### src/rtl/pwm_pkg.sv
// Shared types, default parameters and helpers for the multi-channel PWM generator.
package pwm_pkg;

  typedef enum logic {
    PWM_EDGE   = 1'b0,
    PWM_CENTER = 1'b1
  } pwm_mode_e;

  localparam int DEF_WIDTH      = 8;
  localparam int DEF_CHANNELS   = 4;
  localparam int DEF_PRESCALE_W = 8;

  // A single channel still needs a one-bit select port.
  function automatic int calc_ch_w(input int channels);
    return (channels <= 1) ? 1 : $clog2(channels);
  endfunction

endpackage

### src/rtl/pwm_prescaler.sv
// Timebase prescaler: emits one tick every (divide+1) clocks; the divide value
// is reloaded from its shadow only when the top asks for it (period boundary / idle).
module pwm_prescaler
  import pwm_pkg::*;
#(
  parameter int PRESCALE_W = DEF_PRESCALE_W
) (
  input  logic                  clk,
  input  logic                  reset_n,
  input  logic                  run_i,
  input  logic                  load_i,
  input  logic [PRESCALE_W-1:0] prescale_shd_i,
  output logic                  tick_o
);

  logic [PRESCALE_W-1:0] div_q, div_d;
  logic [PRESCALE_W-1:0] act_q, act_d;

  assign tick_o = run_i && (div_q == act_q);

  always_comb begin
    div_d = div_q + 1'b1;
    act_d = act_q;
    if (!run_i || tick_o) begin
      div_d = '0;
    end
    if (load_i) begin
      act_d = prescale_shd_i;
    end
  end

  always_ff @(posedge clk) begin
    if (!reset_n) begin
      div_q <= '0;
      act_q <= '0;
    end else begin
      div_q <= div_d;
      act_q <= act_d;
    end
  end

endmodule

### src/rtl/pwm_multi_channel.sv
// Multi-channel PWM with a shared prescaled timebase and shadow/active registers
// that swap at period boundaries. Define PWM_CENTER_ALIGN_EN for up/down counting.
module pwm_multi_channel
  import pwm_pkg::*;
#(
  parameter int WIDTH      = DEF_WIDTH,
  parameter int CHANNELS   = DEF_CHANNELS,
  parameter int PRESCALE_W = DEF_PRESCALE_W,
  parameter int CH_W       = calc_ch_w(CHANNELS)
) (
  input  logic                  clk,
  input  logic                  reset_n,
  input  logic                  enable,
  input  logic                  center_mode,
  input  logic [WIDTH-1:0]      period,
  input  logic [PRESCALE_W-1:0] prescale,
  input  logic                  wr_valid,
  input  logic [CH_W-1:0]       wr_ch,
  input  logic [WIDTH-1:0]      wr_duty,
  output logic [CHANNELS-1:0]   pwm_out,
  output logic                  period_start
);

  logic                  tick;
  logic                  boundary;
  logic                  load_act;
  logic [WIDTH-1:0]      cnt_q, cnt_d;
  logic [WIDTH-1:0]      period_shd_q, period_act_q;
  logic [PRESCALE_W-1:0] prescale_shd_q;
  logic                  new_period_q;
  logic                  period_start_q;

  // While idle the active set follows the shadows, so a restart uses fresh values.
  assign load_act = boundary || !enable;

  pwm_prescaler #(
    .PRESCALE_W(PRESCALE_W)
  ) u_prescaler (
    .clk           (clk),
    .reset_n       (reset_n),
    .run_i         (enable),
    .load_i        (load_act),
    .prescale_shd_i(prescale_shd_q),
    .tick_o        (tick)
  );

`ifdef PWM_CENTER_ALIGN_EN
  pwm_mode_e mode_shd_q, mode_act_q;
  logic      dir_down_q, dir_down_d;
`else
  logic unused_center;
  assign unused_center = center_mode;
`endif

  always_comb begin
    cnt_d    = cnt_q;
    boundary = 1'b0;
`ifdef PWM_CENTER_ALIGN_EN
    dir_down_d = dir_down_q;
`endif
    if (!enable) begin
      cnt_d = '0;
`ifdef PWM_CENTER_ALIGN_EN
      dir_down_d = 1'b0;
`endif
    end else if (tick) begin
`ifdef PWM_CENTER_ALIGN_EN
      if (mode_act_q == PWM_CENTER) begin
        // Landing on 0 while descending closes the period and turns back up.
        if (period_act_q == '0) begin
          boundary = 1'b1;
        end else if (dir_down_q || (cnt_q == period_act_q)) begin
          cnt_d      = cnt_q - 1'b1;
          boundary   = (cnt_q == WIDTH'(1));
          dir_down_d = !boundary;
        end else begin
          cnt_d = cnt_q + 1'b1;
        end
      end else
`endif
      if (cnt_q == period_act_q) begin
        cnt_d    = '0;
        boundary = 1'b1;
      end else begin
        cnt_d = cnt_q + 1'b1;
      end
    end
  end

  always_ff @(posedge clk) begin
    if (!reset_n) begin
      cnt_q          <= '0;
      period_shd_q   <= '0;
      period_act_q   <= '0;
      prescale_shd_q <= '0;
      new_period_q   <= 1'b0;
      period_start_q <= 1'b0;
    end else begin
      cnt_q          <= cnt_d;
      period_shd_q   <= period;
      prescale_shd_q <= prescale;
      if (load_act) begin
        period_act_q <= period_shd_q;
      end
      // Delayed one clock so the pulse lines up with the first counter-0 compare.
      new_period_q   <= boundary || !enable;
      period_start_q <= enable && new_period_q;
    end
  end

`ifdef PWM_CENTER_ALIGN_EN
  always_ff @(posedge clk) begin
    if (!reset_n) begin
      mode_shd_q <= PWM_EDGE;
      mode_act_q <= PWM_EDGE;
      dir_down_q <= 1'b0;
    end else begin
      mode_shd_q <= center_mode ? PWM_CENTER : PWM_EDGE;
      if (load_act) begin
        mode_act_q <= mode_shd_q;
      end
      dir_down_q <= dir_down_d;
    end
  end
`endif

  for (genvar gi = 0; gi < CHANNELS; gi++) begin : g_ch
    logic [WIDTH-1:0] duty_shd_q, duty_act_q;
    logic             pwm_q;

    always_ff @(posedge clk) begin
      if (!reset_n) begin
        duty_shd_q <= '0;
        duty_act_q <= '0;
        pwm_q      <= 1'b0;
      end else begin
        if (wr_valid && (wr_ch == CH_W'(gi))) begin
          duty_shd_q <= wr_duty;
        end
        if (load_act) begin
          duty_act_q <= duty_shd_q;
        end
        pwm_q <= enable && (cnt_q < duty_act_q);
      end
    end

    assign pwm_out[gi] = pwm_q;
  end

  assign period_start = period_start_q;

endmodule
### config.mk
export PLATFORM = sky130hd
export DESIGN_NAME = pwm_multi_channel
export DESIGN_NICKNAME = d
export VERILOG_FILES = /design/src/rtl/pwm_pkg.sv /design/src/rtl/pwm_prescaler.sv /design/src/rtl/pwm_multi_channel.sv
export SDC_FILE = /design/constraint.sdc
export NUM_CORES = 1
export LEC_CHECK = 0
export ABC_AREA = 1
export CORE_MARGIN = 5
export CORE_UTILIZATION = 50
export CTS_CLUSTER_DIAMETER = 100
export CTS_CLUSTER_SIZE = 30
export DETAILED_ROUTE_END_ITERATION = 16
export DONT_BUFFER_PORTS = 1
export GPL_TIMING_DRIVEN = 0
export SETUP_SLACK_MARGIN = 0.15
export SLEW_MARGIN = 20
export SYNTH_ARGS = -nofsm -noshare
export SYNTH_HDL_FRONTEND = slang
export SYNTH_HIERARCHICAL = 1
export SYNTH_SLANG_ARGS = --single-unit
### constraint.sdc
create_clock -name clk -period 2.75 [get_ports clk]
set_input_delay 0.1375 -clock clk [delete_from_list [all_inputs] [get_ports clk]]
set_output_delay 0.1375 -clock clk [all_outputs]
set_load 0.05 [all_outputs]
# Word level (Yosys, flattened, before mapping)
# Index checks and enable logic that the tools add are counted.
dict set report word_totals {
  reg_bits 118
  word_cells 52
}
dict set report op_classes {
  n_addsub 2
  n_lt_le_gt_ge 4
  n_eq_ne 5
  n_mux 4
  bitwise 1
  reduce_logical 16
}
# cell count
set op_table {}
lappend op_table {{< comparator 8 bit} 4}
lappend op_table {{adder 8 x 1 -> 8 bit (second input constant)} 2}
lappend op_table {{== test 8 bit} 2}
lappend op_table {{logical AND 1 bit} 10}
lappend op_table {{two-way mux 8 bit} 1}
lappend op_table {{== test 2 bit (second input constant)} 2}
lappend op_table {{two-way mux 1 bit} 3}
lappend op_table {{== test 2 x 1 -> 1 bit (second input constant)} 1}
lappend op_table {{zero test 2 bit} 1}
lappend op_table {{logical OR 1 bit} 2}
lappend op_table {{AND reduction 2 bit} 1}
lappend op_table {{OR reduction 2 bit} 1}
lappend op_table {{zero test 1 bit} 1}
lappend op_table {{inverter 1 bit} 1}

# Depth between registers and ports, before layout
dict set report logic_depth {
  word_depth 5
  ltp_mapped 15
}

# By module
# Netlist, hierarchy kept.
# mod instances cells_per_inst area_per_inst_um2 seq_area_each_um2
set by_module_without_submodules {}
lappend by_module_without_submodules {pwm_multi_channel 1 608 4529.3 2042.0}
lappend by_module_without_submodules {pwm_prescaler 1 98 752.0 320.3}

# Least setup slack after synthesis
# OpenSTA, ideal clock, no wires.
dict set report synth_path {
  path_type {register to register}
  startpoint {register u_prescaler.div_q[2]}
  endpoint {register u_prescaler.act_q[0]}
  t_arrival_ps 1859
  t_required_ps 2629
  setup_slack_ps 770
  stages_incl_launch_ff 13
  path_buffers 2
  period_less_slack_ps 1980
  path_cell_list {dfxtp_1 > xnor2_1 > nand2_1 > nor2_1 > nand2_2 > nor2_1 > nand3_4 > nand2_4 > buf_6 > inv_1 > buf_2 > o21ai_0 > a21oi_1}
}
dict set report synth_via {
  elab_chain_len 5
}
# element line
set synth_rtl {}
lappend synth_rtl {{start, declared} pwm_prescaler.sv:16} ;# logic [PRESCALE_W-1:0] div_q, div_d;
lappend synth_rtl {{start signal, assigned} pwm_prescaler.sv:37} ;# div_q <= div_d;
lappend synth_rtl {{== test 8 bit} pwm_prescaler.sv:19} ;# assign tick_o = run_i && (div_q == act_q);
lappend synth_rtl {{logical AND 1 bit} pwm_prescaler.sv:19}
lappend synth_rtl {{net tick} pwm_multi_channel.sv:24} ;# logic tick;
lappend synth_rtl {{two-way mux 1 bit} pwm_multi_channel.sv:66} ;# end else if (tick) begin
lappend synth_rtl {{two-way mux 1 bit} pwm_multi_channel.sv:61} ;# if (!enable) begin
lappend synth_rtl {{logical OR 1 bit} pwm_multi_channel.sv:34} ;# assign load_act = boundary || !enable;
lappend synth_rtl {{net load_act} pwm_multi_channel.sv:26} ;# logic load_act;
lappend synth_rtl {{end signal, assigned} pwm_prescaler.sv:38} ;# act_q <= act_d;
lappend synth_rtl {{end, declared} pwm_prescaler.sv:17} ;# logic [PRESCALE_W-1:0] act_q, act_d;
# The timed path passes the listed nets, and every way through them passes these cells.
# A chain may end at the register's enable or synchronous reset.

# Final worst setup path
dict set report layout_path {
  startpoint {register u_prescaler.div_q[5]}
  endpoint {register u_prescaler.act_q[4]}
}
# The elaborated chain is that of the path after synthesis.

==> qor.yml <==
status: "finished with violations"
violations: "negative hold slack"
firstDrtPassIters: 5
swShare: 0.234
synthArstFlopShare: 0
final_cells: 910
fillerInstances: 900
synthesis.area_um2: 5280
detail-route-antenna-nets: 0
synth_flop_cell: "dfxtp_1"
dp_hpwl_mm: 8.73
grt_max_degree: 17
area_growth_syn_to_layout_pct: 22.1
hold_violations: 1
crit_required_ns: 3.15
cts-root-buf: "clkbuf_8"
cp_max_fo: 15
cts_buffer_depth: 2
drive_gt1_frac: 0.0891
gp_congestion: 0.800
post-route-period-util: 0.868
route.detailed.drc: 0
chipWidth_um: 113
io_pins: 36
routed_wl_mm: 12.4
seq_area_um2: 2360
grtUsageTotal: 0.206
cap_violations: 0
vias_per_cell: 4.93
rows: 37
arrival_ns: 2.79
sequentialPowerShare: 0.399
clk_latency_ns: 0.52
slowest_stage: "dfxtp_1"
place_area_um2: 5450
critPathTopFamily: "simple AND/OR/NAND/NOR gates"
die_area_um2: 12700
start_util: 0.512
first_global_vias: 4337
synth_seq_cells: 118
cp-end-kind: "flip-flop"
synth_warnings: 6
min_path_type: "in -> reg"
ir_drop_v: 0.000342
min_period_ns: 2.39
final_common_cell: "nand2_1"
finish.utilization: 0.625
drt_iter0_drc: 315
syn-num-nets: 767
ys_seq_area_frac: 0.447
layout_common_cells: "124 x nand2_1, 118 x dfxtp_1, 112 x nor2_1, 88 x inv_1, 83 x nand3_1"
core_um2: 10300
rsz0062_at_grt: "false"
finalSetupTns_ns: 0
multi_input_area_um2: 2400
combPwrFrac: 0.085
cp-start-kind: "flip-flop"
clk_pin_slew_ns: 0.06
avgSynthCellArea_um2: 7.48
routedWlPerCell_um: 13.6
slew_headroom: 0.426
dp_cells: 842
reg2reg_slack_ns: 0.36
p_leak_nw: 2.99
dieHeight_um: 113
htree_levels: 4
grt_first_pass_wirelength_mm: 20.7
nets: 822
worst_slew_pin_slew_ns: 0.854
critPathKind: "reg -> reg"
vias: 4482
cts_made_buffers: 17
clock_sinks: 118
critPathBufInv: 3
slew_viol_final: 0
p_sw_mw: 1.08
design_area_um2: 6450
fin_skew_ns: 0.00991
synth_edf_count: 0
port-buffer-count: 0
antenna_found_initial: 0
slowest_delay_ns: 0.43
setup-violations-final: 0
whs_ns: -0.00704
overflow: 0
crit_chain: "xnor2_1 > nand2_1 > nor2_1 > nand2_2 > nor2_2 > nand3_4 > nand2_4 > buf_6 > inv_1 > buf_2 > o21ai_0 > a21oi_1"
power_density_nw_per_um2: 714
p_int_mw: 3.53
n_antenna_cell: 0
fmax_mhz: 419
cts_tree: "built"
post_cts_buffers: 0
pwr-share-clk: 0.516
syn_inst: 706
ys_types: 29
## layout make-up
type / instances / share of cell area
multi-input combinational: 466 / 0.373
sequential: 118 / 0.366
clock buffer: 19 / 0.0669
timing repair buffer: 36 / 0.0559
inverter: 94 / 0.0547
clock inverter: 13 / 0.0314
tap: 136 / 0.0264
buffer: 28 / 0.0256
## cell usage after synthesis (4+ instances only)
| cell type | instances | share of area |
|---|---|---|
| a21oi_1 | 23 | 0.022 |
| o21ai_0 | 45 | 0.043 |
| a211oi_1 | 4 | 0.0057 |
| nand2_1 | 124 | 0.088 |
| buf_1 | 4 | 0.0028 |
| nand3_1 | 83 | 0.079 |
| nor3_1 | 4 | 0.0038 |
| ha_1 | 30 | 0.071 |
| clkbuf_1 | 9 | 0.0064 |
| dfxtp_1 | 118 | 0.45 |
| xnor2_1 | 12 | 0.020 |
| inv_2 | 6 | 0.0043 |
| buf_4 | 4 | 0.0057 |
| inv_1 | 88 | 0.063 |
| buf_2 | 6 | 0.0057 |
| buf_6 | 5 | 0.011 |
| xor2_1 | 5 | 0.0083 |
| nor2_2 | 10 | 0.012 |
| nor2_1 | 113 | 0.080 |
## sequential cells by signal, summed over array words and instances, names as in the netlist
register and cells:
g_ch.duty_act_q 32, g_ch.duty_shd_q 32, cnt_q 8, period_act_q 8, period_shd_q 8, prescale_shd_q 8, u_prescaler/act_q 8, u_prescaler/div_q 8
g_ch.pwm_q 4, new_period_q 1, period_start 1
## worst paths after layout
| check | from | to | cells after the start |
|---|---|---|---|
| setup / recovery | u_prescaler/div_q[5]$_SDFF_PP0_ | u_prescaler/act_q[4]$_SDFFE_PN0P_ | 12 |
| hold / removal | enable | cnt_q[2]$_SDFFE_PN0P_ | 4 |
| setup reg to reg | u_prescaler/div_q[5]$_SDFF_PP0_ | u_prescaler/act_q[4]$_SDFFE_PN0P_ | 12 |
| hold reg to reg | new_period_q$_SDFF_PN0_ | period_start$_SDFF_PN0_ | 2 |
## stage by stage
step | total power [mW] | setup WS, ns
after CTS | 4.64 | 0.168
after detailed placement | 2.21 | 0.182
after global placement | 2.20 | 0.221
final | 4.61 | 0.362
after global routing | 4.80 | 0.175
after floorplan | 2.13 | 0.770
## cells by family after synthesis
logic type               share of synthesized area
adder cells (fa/ha/maj)                     0.0711
buffers and inverters                       0.0981
XOR/XNOR                                    0.0282
AND/OR/NAND/NOR                              0.278
AO/OA/AOI/OAI                               0.0775
flip-flops                                   0.447
## worst register-to-register path, stage by stage (launching register included)
cell	delay (ns)
dfxtp_1	0.43
xnor2_1	0.15
nand2_1	0.07
nor2_1	0.17
nand2_2	0.11
nor2_2	0.31
nand3_4	0.21
nand2_4	0.17
buf_6	0.19
inv_1	0.06
buf_2	0.18
o21ai_0	0.17
a21oi_1	0.05
## repair_timing
action / CTS / global route
endpoints found under the hold margin: 64 / 0
setup endpoints to repair: 0 / 20
hold buffers: 36 / 0
gates resized for setup: 0 / 1
## power by group through the flow
stage / clock (mW) / sequential (mW) / combinational [mW]
6_report: 2.38 / 1.84 / 0.390
5_1_grt: 2.51 / 1.85 / 0.444
4_1_cts: 2.41 / 1.84 / 0.389
3_5_place_dp: 0 / 1.87 / 0.337
3_3_place_gp: 0 / 1.87 / 0.328
2_1_floorplan: 0 / 1.86 / 0.270
## metal layers
| layer | up-vias | global-route usage | wire, um |
|---|---|---|---|
| li1 | 2345 | - | - |
| met1 | 2024 | 0.265 | 5780 |
| met2 | 86 | 0.325 | 5630 |
| met3 | 27 | 0.0535 | 601 |
| met4 | 0 | 0.0913 | 380 |
| met5 | - | 0 | 0 |
No activity file was read; power rests on OpenSTA's default activity.
